$ cat config.mk
export PLATFORM = sky130hd
export DESIGN_NAME = unified_mem_arbiter
export DESIGN_NICKNAME = d
export VERILOG_FILES = /design/src/rtl/unified_mem_arbiter_pkg.sv /design/src/rtl/mem_wait_counter.sv /design/src/rtl/unified_mem_arbiter.sv
export SDC_FILE = /design/constraint.sdc
export NUM_CORES = 1
export LEC_CHECK = 0
export BUFFER_PORTS_ARGS = -buffer_cell sky130_fd_sc_hd__buf_2
export CAP_MARGIN = 0
export CORE_AREA = 8 8 108 110
export DETAILED_ROUTE_END_ITERATION = 7
export DIE_AREA = 0 0 116 118
export PLACE_DENSITY_LB_ADDON = 0.08
export SYNTH_ARGS = -nofsm -noshare
export SYNTH_HDL_FRONTEND = slang
export SYNTH_SLANG_ARGS = --single-unit
$ cat constraint.sdc
create_clock -name clk -period 2.8 [get_ports clk]
set_clock_uncertainty 0.05 [all_clocks]
set_input_delay 0.28 -clock clk [delete_from_list [all_inputs] [get_ports clk]]
set_output_delay 0.28 -clock clk [all_outputs]
set_load 0.01 [all_outputs]
$ cat src/rtl/unified_mem_arbiter_pkg.sv
// rtl/unified_mem_arbiter_pkg.sv - shared state encoding and defaults for the unified memory arbiter
package unified_mem_arbiter_pkg;

  typedef enum logic [2:0] {
    IDLE     = 3'd0,
    BUSY_IF  = 3'd1,
    BUSY_MEM = 3'd2,
    DONE_IF  = 3'd3,
    DONE_MEM = 3'd4
  } arb_state_t;

  localparam int unsigned DEFAULT_WAIT_STATES = 3;
  localparam int unsigned WAIT_CNT_W          = 4;

endpackage

$ cat src/rtl/mem_wait_counter.sv
// rtl/mem_wait_counter.sv - wait-state counter with clear, enable and terminal-count flag
module mem_wait_counter
  import unified_mem_arbiter_pkg::*;
#(
  parameter int unsigned TERMINAL = DEFAULT_WAIT_STATES
) (
  input  logic clk,
  input  logic rst,
  input  logic clr,
  input  logic en,
  output logic tc
);

  logic [WAIT_CNT_W-1:0] count;

  always_ff @(posedge clk) begin
    if (!rst || clr) begin
      count <= '0;
    end else if (en) begin
      count <= count + 1'b1;
    end
  end

  assign tc = (count == WAIT_CNT_W'(TERMINAL));

endmodule

$ cat src/rtl/unified_mem_arbiter.sv
// rtl/unified_mem_arbiter.sv - shares one single-port RAM between fetch and memory stage, memory stage first
module unified_mem_arbiter
  import unified_mem_arbiter_pkg::*;
#(
  parameter int unsigned WAIT_STATES = DEFAULT_WAIT_STATES,
  parameter int unsigned ADDR_W      = 16
) (
  input  logic              clk,
  input  logic              rst,
  input  logic              if_req,
  input  logic [31:0]       if_addr,
  output logic [31:0]       if_rdata,
  output logic              if_ready,
  input  logic              mem_rd_en,
  input  logic              mem_wr_en,
  input  logic [31:0]       mem_addr,
  input  logic [31:0]       mem_wdata,
  output logic [31:0]       mem_rdata,
  output logic              mem_ready,
  output logic              freeze_if,
  output logic              freeze_pipe,
  output logic              ram_en,
  output logic              ram_we,
  output logic [ADDR_W-1:0] ram_addr,
  output logic [31:0]       ram_wdata,
  input  logic [31:0]       ram_rdata
);

  arb_state_t        state;
  arb_state_t        next_state;
  logic [ADDR_W-1:0] lat_addr;
  logic [31:0]       lat_wdata;
  logic              lat_we;
  logic              busy;
  logic              tc;
  logic              mem_req;

  assign mem_req = mem_rd_en | mem_wr_en;
  assign busy    = (state == BUSY_IF) || (state == BUSY_MEM);

  mem_wait_counter #(
    .TERMINAL (WAIT_STATES)
  ) u_wait (
    .clk (clk),
    .rst (rst),
    .clr (~busy),
    .en  (busy),
    .tc  (tc)
  );

  always_comb begin
    next_state = state;
    case (state)
      IDLE: begin
        if (mem_req) begin
          next_state = BUSY_MEM;
        end else if (if_req) begin
          next_state = BUSY_IF;
        end
      end
      BUSY_IF:  if (tc) next_state = DONE_IF;
      BUSY_MEM: if (tc) next_state = DONE_MEM;
      DONE_IF:  next_state = IDLE;
      DONE_MEM: next_state = IDLE;
      default:  next_state = IDLE;
    endcase
  end

  // Request fields are captured once on entry so the RAM sees a stable access
  // even if the requester drops or changes its inputs mid-access.
  always_ff @(posedge clk) begin
    if (!rst) begin
      state     <= IDLE;
      lat_addr  <= '0;
      lat_wdata <= '0;
      lat_we    <= 1'b0;
      if_rdata  <= '0;
      mem_rdata <= '0;
    end else begin
      state <= next_state;
      if (state == IDLE && next_state == BUSY_MEM) begin
        lat_addr  <= mem_addr[ADDR_W+1:2];
        lat_wdata <= mem_wdata;
        lat_we    <= mem_wr_en & ~mem_rd_en;
      end else if (state == IDLE && next_state == BUSY_IF) begin
        lat_addr  <= if_addr[ADDR_W+1:2];
        lat_wdata <= '0;
        lat_we    <= 1'b0;
      end
      if (state == BUSY_IF && tc) begin
        if_rdata <= ram_rdata;
      end
      if (state == BUSY_MEM && tc && !lat_we) begin
        mem_rdata <= ram_rdata;
      end
    end
  end

  assign if_ready    = (state == DONE_IF);
  assign mem_ready   = (state == DONE_MEM);
  assign ram_en      = busy;
  assign ram_we      = (state == BUSY_MEM) && lat_we;
  assign ram_addr    = lat_addr;
  assign ram_wdata   = lat_wdata;
  assign freeze_pipe = mem_req & ~mem_ready;
  assign freeze_if   = freeze_pipe | (if_req & ~if_ready);

endmodule

### Yosys cells after proc, flatten, opt, wreduce, memory -nomap -nowiden

Index checks and enable logic that the tools add are counted.

| word-level totals | value |
|---|---|
| memories kept | 0 |
| output and inout bits | 118 |
| bits in latches | 0 |
| register bits | 120 |
| ROM bits | 0 |
| bits in writable memories | 0 |
| input bits | 133 |

| cells by class | value |
|---|---|
| multiply operators | 0 |
| bitwise gates (word level) | 9 |
| order comparisons | 0 |
| equal/unequal tests | 7 |
| divide/modulo/power cells | 0 |
| reductions and logical operators | 12 |
| multiplexer cells | 11 |
| add/sub/neg operators | 1 |
| shift-type cells | 0 |

Operator list:

| cell | number |
|---|---|
| $mux 32 | 2 |
| $mux 16 | 2 |
| $mux 3 | 4 |
| $eq 3x2->1 const B | 3 |
| $pmux 3 s3 | 1 |
| $eq 3x1->1 const B | 2 |
| $logic_and 1x1->1 | 6 |
| $add 4x1->4 const B | 1 |
| $eq 4x2->1 const B | 1 |
| $not 1->1 | 4 |
| $and 1x1->1 | 3 |
| $eq 3x3->1 const B | 1 |
| $logic_not 3->1 | 1 |
| $logic_not 1->1 | 2 |
| $logic_or 1x1->1 | 2 |
| $mux 1 | 2 |
| $or 1x1->1 | 2 |
| $reduce_bool 2->1 | 1 |

### Logic depth before layout (Yosys ltp)

Gate-level depths: netlist (run 1).

| logic depth | value |
|---|---|
| depth after elaboration | 7 |
| gate-level depth with buffers | 6 |

### By module

A second synthesis (run 1) with hierarchy kept.

| unflattened totals | value |
|---|---|
| cells, all modules | 497 |
| area total of the unflattened synthesis | 4673.2 um^2 |

Modules (own cells, without submodules):

| module | instances | area an instance (um^2) | seq. area each (um^2) | cells an instance |
|---|---|---|---|---|
| unified_mem_arbiter | 1 | 4484.3 | 2322.2 | 479 |
| mem_wait_counter | 1 | 188.9 | 80.1 | 18 |

### Worst setup path after synthesis (run 1)

OpenSTA, ideal clock, no wires.

| timing path | value |
|---|---|
| kind | reg-to-reg |
| from | reg u_wait.count[0] |
| to | reg mem_rdata[0] |
| setup time | 72 ps |
| cell stages (with the launch flop) | 6 |
| clock period less this slack | 1499 ps |
| slack | 1301 ps |
| required time | 2678 ps |
| data arrival time | 1378 ps |
| cell sequence | dfxtp_1 -> ha_1 -> and4bb_2 -> nand2_1 -> buf_2 -> mux2i_1 |

| on the way | value |
|---|---|
| cells in the longest elaborated chain, start to end | 3 |

RTL lines:

| element | line | text |
|---|---|---|
| start: declaration | mem_wait_counter.sv:14 | `logic [WAIT_CNT_W-1:0] count;` |
| start signal: assignment | mem_wait_counter.sv:20 | `count <= count + 1'b1;` |
| $eq 4x2->1 | mem_wait_counter.sv:24 | `assign tc = (count == WAIT_CNT_W'(TERMINAL));` |
| $logic_and 1x1->1 (2 in a row) | unified_mem_arbiter.sv:93 | `if (state == BUSY_MEM && tc && !lat_we) begin` |
| end signal: assignment | unified_mem_arbiter.sv:94 | `mem_rdata <= ram_rdata;` |
| end: declaration | unified_mem_arbiter.sv:18 | `output logic [31:0] mem_rdata,` |

No other way between the ends.
A chain may end at the register's enable or synchronous reset.

### Worst setup path in the final report (run 1)

| timing path | value |
|---|---|
| from | reg state[0] |
| to | reg lat_wdata[13], in the netlist ram_wdata[13] |

| on the way | value |
|---|---|
| cells in the longest elaborated chain, start to end | 6 |
| elaborated cells between the ends (all ways) | 14 |
| classes of those cells | eq/ne (4); mux (6); reduce/logical (4) |

RTL lines:

| element | line | text |
|---|---|---|
| start: declaration | unified_mem_arbiter.sv:29 | `arb_state_t state;` |
| start signal: assignment | unified_mem_arbiter.sv:80 | `state <= next_state;` |
| $mux 3 | unified_mem_arbiter.sv:57 | `end else if (if_req) begin` |
| $mux 3 | unified_mem_arbiter.sv:55 | `if (mem_req) begin` |
| $pmux 3 s3 | unified_mem_arbiter.sv:53 | `case (state)` |
| $eq 3x2->1 or $eq 3x1->1 (tied branches) | unified_mem_arbiter.sv:81, unified_mem_arbiter.sv:85 |  |
| $logic_and 1x1->1 (on tied branches) | unified_mem_arbiter.sv:81, unified_mem_arbiter.sv:85 |  |
| $mux 32 or $reduce_bool 2->1 (tied branches) | n/a |  |
| end signal: assignment | unified_mem_arbiter.sv:83 | `lat_wdata <= mem_wdata;` |
| end: declaration | unified_mem_arbiter.sv:32 | `logic [31:0] lat_wdata;` |

Several ways; a longest one is shown, not always the timed one.

==> metrics.cfg, run 1 <==
[status]
status = complete, no violations

[floorplanning]
die_h_um = 118
core_um2 = 10000
die-area_um2 = 13700
io_pins = 251
placementRows = 37
initial_utilization = 0.461
dieWidth_um = 116

[synth]
synth.area.mux_share = 0.139
synth_area_per_cell_um2 = 10.0
ys_top_cells_by_area = dfxtp_1, mux2i_1, nand2_1, a22o_1, a211oi_1
yosysUniqueCellTypes = 36
synth_compound_area_frac = 0.132
synth_area_leader_cell = dfxtp_1
synth_xor_area_frac = 0.00570
synth_top_area_frac = 0.521
ys_seq_area_frac = 0.521
syn_area_um2 = 4610
syn-num-nets = 593
synth_warnings = 0
synth_top_family_by_area = simple AND/OR/NAND/NOR gates
synthAdderAreaFrac = 0.00271
synth_cells = 459
yosys.area_share.simple = 0.152
synth-seq-cells = 120

[global_route]
track_usage = 0.203
grt_antenna_before_repair = 1
grt_pass1_vias = 4445
grt_start_max_net_pins = 74
overflow = 0
grt_pass1_wl_um = 22300

[placement]
globalplace.congestion = 0.798
dp_hpwl_um = 9420
numPortBuffers = 218

[layout]
final.fill_count = 785
area_growth_pct = 51.5
drive_above_1_share = 0.368
nNetsFinal = 860
multi_input_area_um2 = 1990
seq_area_um2 = 2400
utilization = 0.699

[route]
wl_per_cell_um = 16.2
drc_errors = 0
num_vias = 4368
routed_wl_um = 14200
viasPerCell = 4.99
postRouteAntennaNets = 0
drtIter0Drc = 306
dr.pass1.iters = 5

[clock_tree]
cts_buffers = 17
path_clk_slew_ps = 60
cts_tree = done
clk_latency_ps = 510
cts_buffer_depth = 2
htreeDepth = 4
clock_sink_count = 120
clockRootBuffer = clkbuf_8

[sta]
rsz0062_at_grt = false
fin_tns_setup_ps = 0
hold_viol = 0
fin_crit_ps = 2170
finalCritPeriodShare = 0.774
fmax_mhz = 461
setup_viol = 0
slew_viol_final = 0
timing.slew.headroom = 0.229
whs_ps = 17.9
worst_pin_slew_ps = 1150

[critical_path]
critical_path_class = reg -> reg
arrival_ps = 2560
cp-start-kind = flip-flop
rr_worst_depth = 3
required_ps = 3200
end_kind = flip-flop
critPathMaxFanout = 32

[flow_run]
maxCapViolCount = 0

[pwr]
power_uw = 4500
p_per_area_nw_per_um2 = 644
vdd_ir_drop_max_mv = 0.374
p_leak_uw = 0.00367

[hold_path]
whs_path_depth = 3
hp-class = in -> reg

cells in the final DEF (no fill, tap or decap), types with 2 or more instances in the layout:
cell	instances
buf_2	218
nor3_4	2
clkinv_4	3
or4b_2	8
inv_1	3
a21oi_1	18
dlygate4sd3_1	63
mux2i_1	64
bufinv_16	3
nand2_1	97
inv_6	6
nor2_1	10
or3_1	2
o21ai_0	17
a211oi_1	16
or4b_1	8
clkbuf_8	2
xnor2_1	2
dfxtp_1	120
nor3_1	2
clkbuf_16	16
buf_4	7
a22o_1	32
report_power, final:
group / internal (uW) / leakage [uW] / switching [uW]
sequential: 1770 / 0.000977 / 36.9
clock: 1400 / 0.000303 / 841
combinational: 225 / 0.00239 / 221
layout make-up:
class                   count  area share
clock buffers              18      0.0612
clock inverters            14      0.0265
flip-flops and latches    120       0.344
diodes                      1    0.000358
repair buffers            289       0.257
inverters                   3     0.00161
multi-input cells         295       0.285
well taps                 136      0.0244
sequential cells by signal, indices dropped and copies added (netlist names):
signal,flops
if_rdata,32
mem_rdata,32
state,3
lat_we,1
ram_addr,16
u_wait.count,4
ram_wdata,32
routing by layer:
metal,global-route usage,wire [um]
met5,0,0
met4,0.0754,213
met3,0.0785,1360
met2,0.341,6940
met1,0.224,5640
synth_stat cells:
library cell  count
buf_6             5
inv_1             3
nor3_2            1
buf_2            14
nor2_1           10
nor3_1            2
o21ai_0          17
or4b_2            8
or2_2             1
nand2b_1          1
nand3_1           1
a2111oi_0         1
o22ai_1           1
nor4b_1           1
and3b_1           1
nor3b_1           1
ha_1              1
a211oi_1         16
a22o_1           32
a21oi_4           1
xnor2_1           2
xor2_1            1
or4b_1            8
nor3_4            1
nand2_1          98
clkbuf_1         21
buf_4             1
or3_1             2
nor4_1            1
dfxtp_1         120
nand4_1           1
and4bb_2          1
nor4bb_1          1
nand3b_1          1
mux2i_1          64
a21oi_1          18
critical path: stages (launching register included):
cell	delay, ps
dfxtp_1	440
or3_1	460
nor3_4	890
a22o_1	260
through the flow:
step / cell area (um2) / cells / setup slack [ps]
after detailed placement: 5740 / 780 / 641
after global placement: 5740 / 780 / 681
final: 6990 / 876 / 632
after floorplan: 4610 / 459 / 1300
after global routing: 6990 / 876 / 483
after CTS: 6990 / 875 / 635
repair_timing:
action / in CTS / in global routing
resized for setup: 0 / 0
hold buffers: 63 / 0
endpoints found under the hold margin: 93 / 0
setup buffers: 0 / 0
kinds of logic after synthesis:
| family | count (synthesis) |
|---|---|
| mux | 64 |
| xor+xnor | 3 |
| compound gates | 86 |
| buf+inv | 44 |
| fa+ha+maj | 1 |
| simple gates | 141 |
| flops | 120 |
worst paths after layout:
kind                        start               to  slack (ps)
setup reg to reg         state[0]    ram_wdata[13]         630
setup / recovery         state[0]    ram_wdata[13]         630
hold / removal      ram_rdata[18]     if_rdata[18]          20
hold reg to reg   u_wait.count[0]  u_wait.count[0]         410
No activity file was read; power rests on OpenSTA's default activity.
==> inputs of run 2 (changes only) <==
- ABC_AREA: default -> 1
- CORE_AREA: 8 8 108 110 -> 8 8 117 119
- DIE_AREA: 0 0 116 118 -> 0 0 125 127
- clock period: 2.8 -> 1.8 ns (I/O delays scaled with it)
==> run 2 against run 1 <==
Clock power rose by 48%. Sequential share of layout area fell by 0.66 points. Die area rose by 16%. Power rose by 59%. Routed wire length rose by 6.1%. Setup slack got worse by 540 ps. Utilization fell by 9.6 points.
==> metrics.cfg, run 2 <==
[status]
status = complete, no violations

[route]
wl_per_cell_um = 14.3  ; -11%
drtIter0Drc = 293  ; -4.2%
postRouteAntennaNets = 0  ; unchanged
drc_errors = 0  ; unchanged
routed_wl_um = 15000  ; +6.1%
num_vias = 5004  ; +15%
viasPerCell = 4.77  ; -4.2%
dr.pass1.iters = 5  ; unchanged

[sta]
fmax_mhz = 586
layout_setup_ws_ps = 94.4  ; -538 ps
worst_pin_slew_ps = 437  ; -716 ps
finalCritPeriodShare = 0.948
fin_tns_setup_ps = 0  ; unchanged
fin_crit_ps = 1710
setup_viol = 0  ; unchanged
rsz0062_at_grt = false
timing.slew.headroom = 0.707  ; +0.478
hold_viol = 0  ; unchanged
slew_viol_final = 0  ; unchanged

[layout]
final_common_cell = buf_2
nNetsFinal = 1024  ; +19%
drive_above_1_share = 0.306  ; -0.0617
layout_common_cells = buf_2, nor2_1, dfxtp_1, nand3_1
area_growth_pct = 54.0
diodes = 0  ; -1
fin_area_um2 = 7130  ; +2.0%
final.fill_count = 1070  ; +36%
utilization = 0.603  ; -0.0955

[synth]
yosys-top-cells-count = nor2_1, dfxtp_1, nand3_1, o21ai_0, nand2_1
synth_area_per_cell_um2 = 7.53  ; -25%
syn-num-nets = 749  ; +26%
syn_area_um2 = 4630  ; +0.35%
synth_cells = 615  ; +34%
synth_warnings = 0  ; unchanged
ys_seq_area_frac = 0.519  ; -0.00183
synth_most_common_cell = nor2_1
ys_top_cells_by_area = dfxtp_1, nor2_1, nand3_1, o21ai_0, a21oi_1
synth_area_leader_cell = dfxtp_1
synth_ff_type = dfxtp_1
synth_top_area_frac = 0.519  ; -0.00183
synth-edff-count = 0  ; unchanged
synth-seq-cells = 120  ; unchanged
yosysUniqueCellTypes = 24  ; -33%
ys_async_sr_fraction = 0  ; unchanged

[pwr]
vdd_ir_drop_max_mv = 0.465  ; +24%
p_sw_frac = 0.241  ; -0.00329
p_leak_uw = 0.00357  ; -2.8%
intPower_uw = 5420  ; +59%
seqPwrFrac = 0.399  ; -0.003
pwr-share-clk = 0.468  ; -0.031
p_per_area_nw_per_um2 = 1000  ; +55%
power_uw = 7140  ; +59%
power_frac_comb = 0.133  ; +0.034
p_sw_uw = 1720  ; +56%

[critical_path]
startpoint = state[2]
cp-start-kind = flip-flop
slowest_delay_ps = 360  ; -530 ps
path_buf_inv = 2  ; +2
arrival_ps = 1480  ; -1080 ps
reg2reg_slack_ps = 180  ; -450 ps
rr_worst_depth = 6  ; +3
crit_slowest_cell = nor3_1
critPathMaxFanout = 4  ; -88%
cp-endpoint = freeze_if
path_cells = inv_1 > nor3_1 > o22ai_1 > buf_2
r2r_end = ram_addr[15]
end_kind = output pin
crit_cells = 4  ; +1
cp_top_family = simple AND/OR/NAND/NOR gates
critical_path_class = reg -> out
reg2reg_from = state[0]
required_ps = 1570  ; -1630 ps

[placement]
dp_slack_ps = 200  ; -441 ps
placed_cell_area_um2 = 5890  ; +2.6%
globalplace.congestion = 0.797  ; about the same
dp_hpwl_um = 10400  ; +11%
numPortBuffers = 218  ; unchanged

[floorplanning]
dieWidth_um = 125  ; +7.8%
initial_utilization = 0.392  ; -0.0694
placementRows = 40  ; +8.1%
die_h_um = 127  ; +7.6%
die-area_um2 = 15900  ; +16%
io_pins = 251  ; unchanged
core_um2 = 11800  ; +18%

[flow_run]
maxCapViolCount = 0  ; unchanged

[clock_tree]
path_clk_slew_ps = 50  ; about the same
htreeDepth = 4  ; unchanged
cts_buffers = 17  ; unchanged
clk_latency_ps = 400  ; -110 ps
cts_buffer_depth = 2  ; unchanged
clock_sink_count = 120  ; unchanged
cts_tree = done
clockRootBuffer = clkbuf_16
cts_setup_buffers = 0  ; unchanged

[global_route]
grt_antenna_before_repair = 0  ; -1
track_usage = 0.188  ; -0.0147
grt_pass1_vias = 5040  ; +13%
use_met3 = 0.0736  ; -0.00487
gr-usage-met1 = 0.220  ; -0.00383
top_usage_layer = met2
grt_start_max_net_pins = 61  ; -18%
grt_use_met2 = 0.312  ; -0.0294
grt_pass1_wl_um = 24800  ; +11%
overflow = 0  ; unchanged

[hold_path]
hp-class = in -> reg

run 2: cell types whose count changed in the layout (fill, tap and decap cells not counted), sizes merged, moves of 5 or more:
cell    before  now
o21ai       17   66
nor2        10  140
a211oi      16    0
a21oi       19   50
mux2i       64    0
nand2       98   59
or4b        16    0
nand3        1   85
clkbuf      18   23
buf        226  234
inv         10   45
a22o        32    0
run 2: worst min-delay path by stage:
stage	depth (start not counted)	startpoint	endpoint
floorplan	2	ram_rdata[0]	if_rdata[0]
global placement	3	ram_rdata[12]	if_rdata[12]
detailed placement	3	ram_rdata[12]	if_rdata[12]
CTS	4	mem_rd_en	lat_we
global route	3	rst	mem_rdata[29]
finish	4	mem_rd_en	lat_we
run 2: metrics by stage:
step	cells	hold slack (ps)
after floorplan	615	265
after global placement	954	364
after detailed placement	954	375
after CTS	1048	24.5
after global routing	1048	73.4
final	1048	47.7
run 2: logic make-up after synthesis:
kind of cell	count (synthesis)	share of synthesized area
AOI/OAI and AO/OA	117	0.127
xor gates and xnor gates	2	0.00379
adders and majority gates	1	0.00270
buffers and inverters	88	0.0825
DFF	120	0.519
and+or+nand+nor	287	0.265
run 2: routing by layer:
metal | vias up | part of all wire
li1 | 2534 | -
met1 | 2289 | 0.43
met2 | 171 | 0.48
met3 | 10 | 0.078
met4 | 0 | 0.0098
met5 | - | 0
run 2: final cells by class:
| type | count | area [um2] | share of cell area |
|---|---|---|---|
| timing repair buffer | 298 | 1930 | 0.270 |
| multi-input combinational | 407 | 1850 | 0.260 |
| tap | 147 | 184 | 0.0258 |
| inverter | 46 | 173 | 0.0242 |
| sequential | 120 | 2400 | 0.337 |
| clock inverter | 7 | 92.6 | 0.0130 |
| clock buffer | 23 | 498 | 0.0699 |
run 2: what timing repair did:
action	CTS	global route
gates resized for setup	1	0
endpoints found under the hold margin	86	0
setup endpoints to repair	1	0
hold buffers	64	0
run 2: power by group through the flow:
stage / sequential, uW / combinational (uW) / clock (uW)
2_1_floorplan: 2950 / 446 / 0
3_3_place_gp: 2900 / 833 / 0
3_5_place_dp: 2900 / 843 / 0
4_1_cts: 2850 / 955 / 3420
5_1_grt: 2860 / 1060 / 3540
6_report: 2850 / 950 / 3340
run 2: worst reg2reg max path, cell delays in order (launching register included):
cell and delay, ps:
dfxtp_1 450, nor2_1 80, nor2_1 180, nand2_2 210
nand2_2 300, nand3_1 120, a21oi_1 160
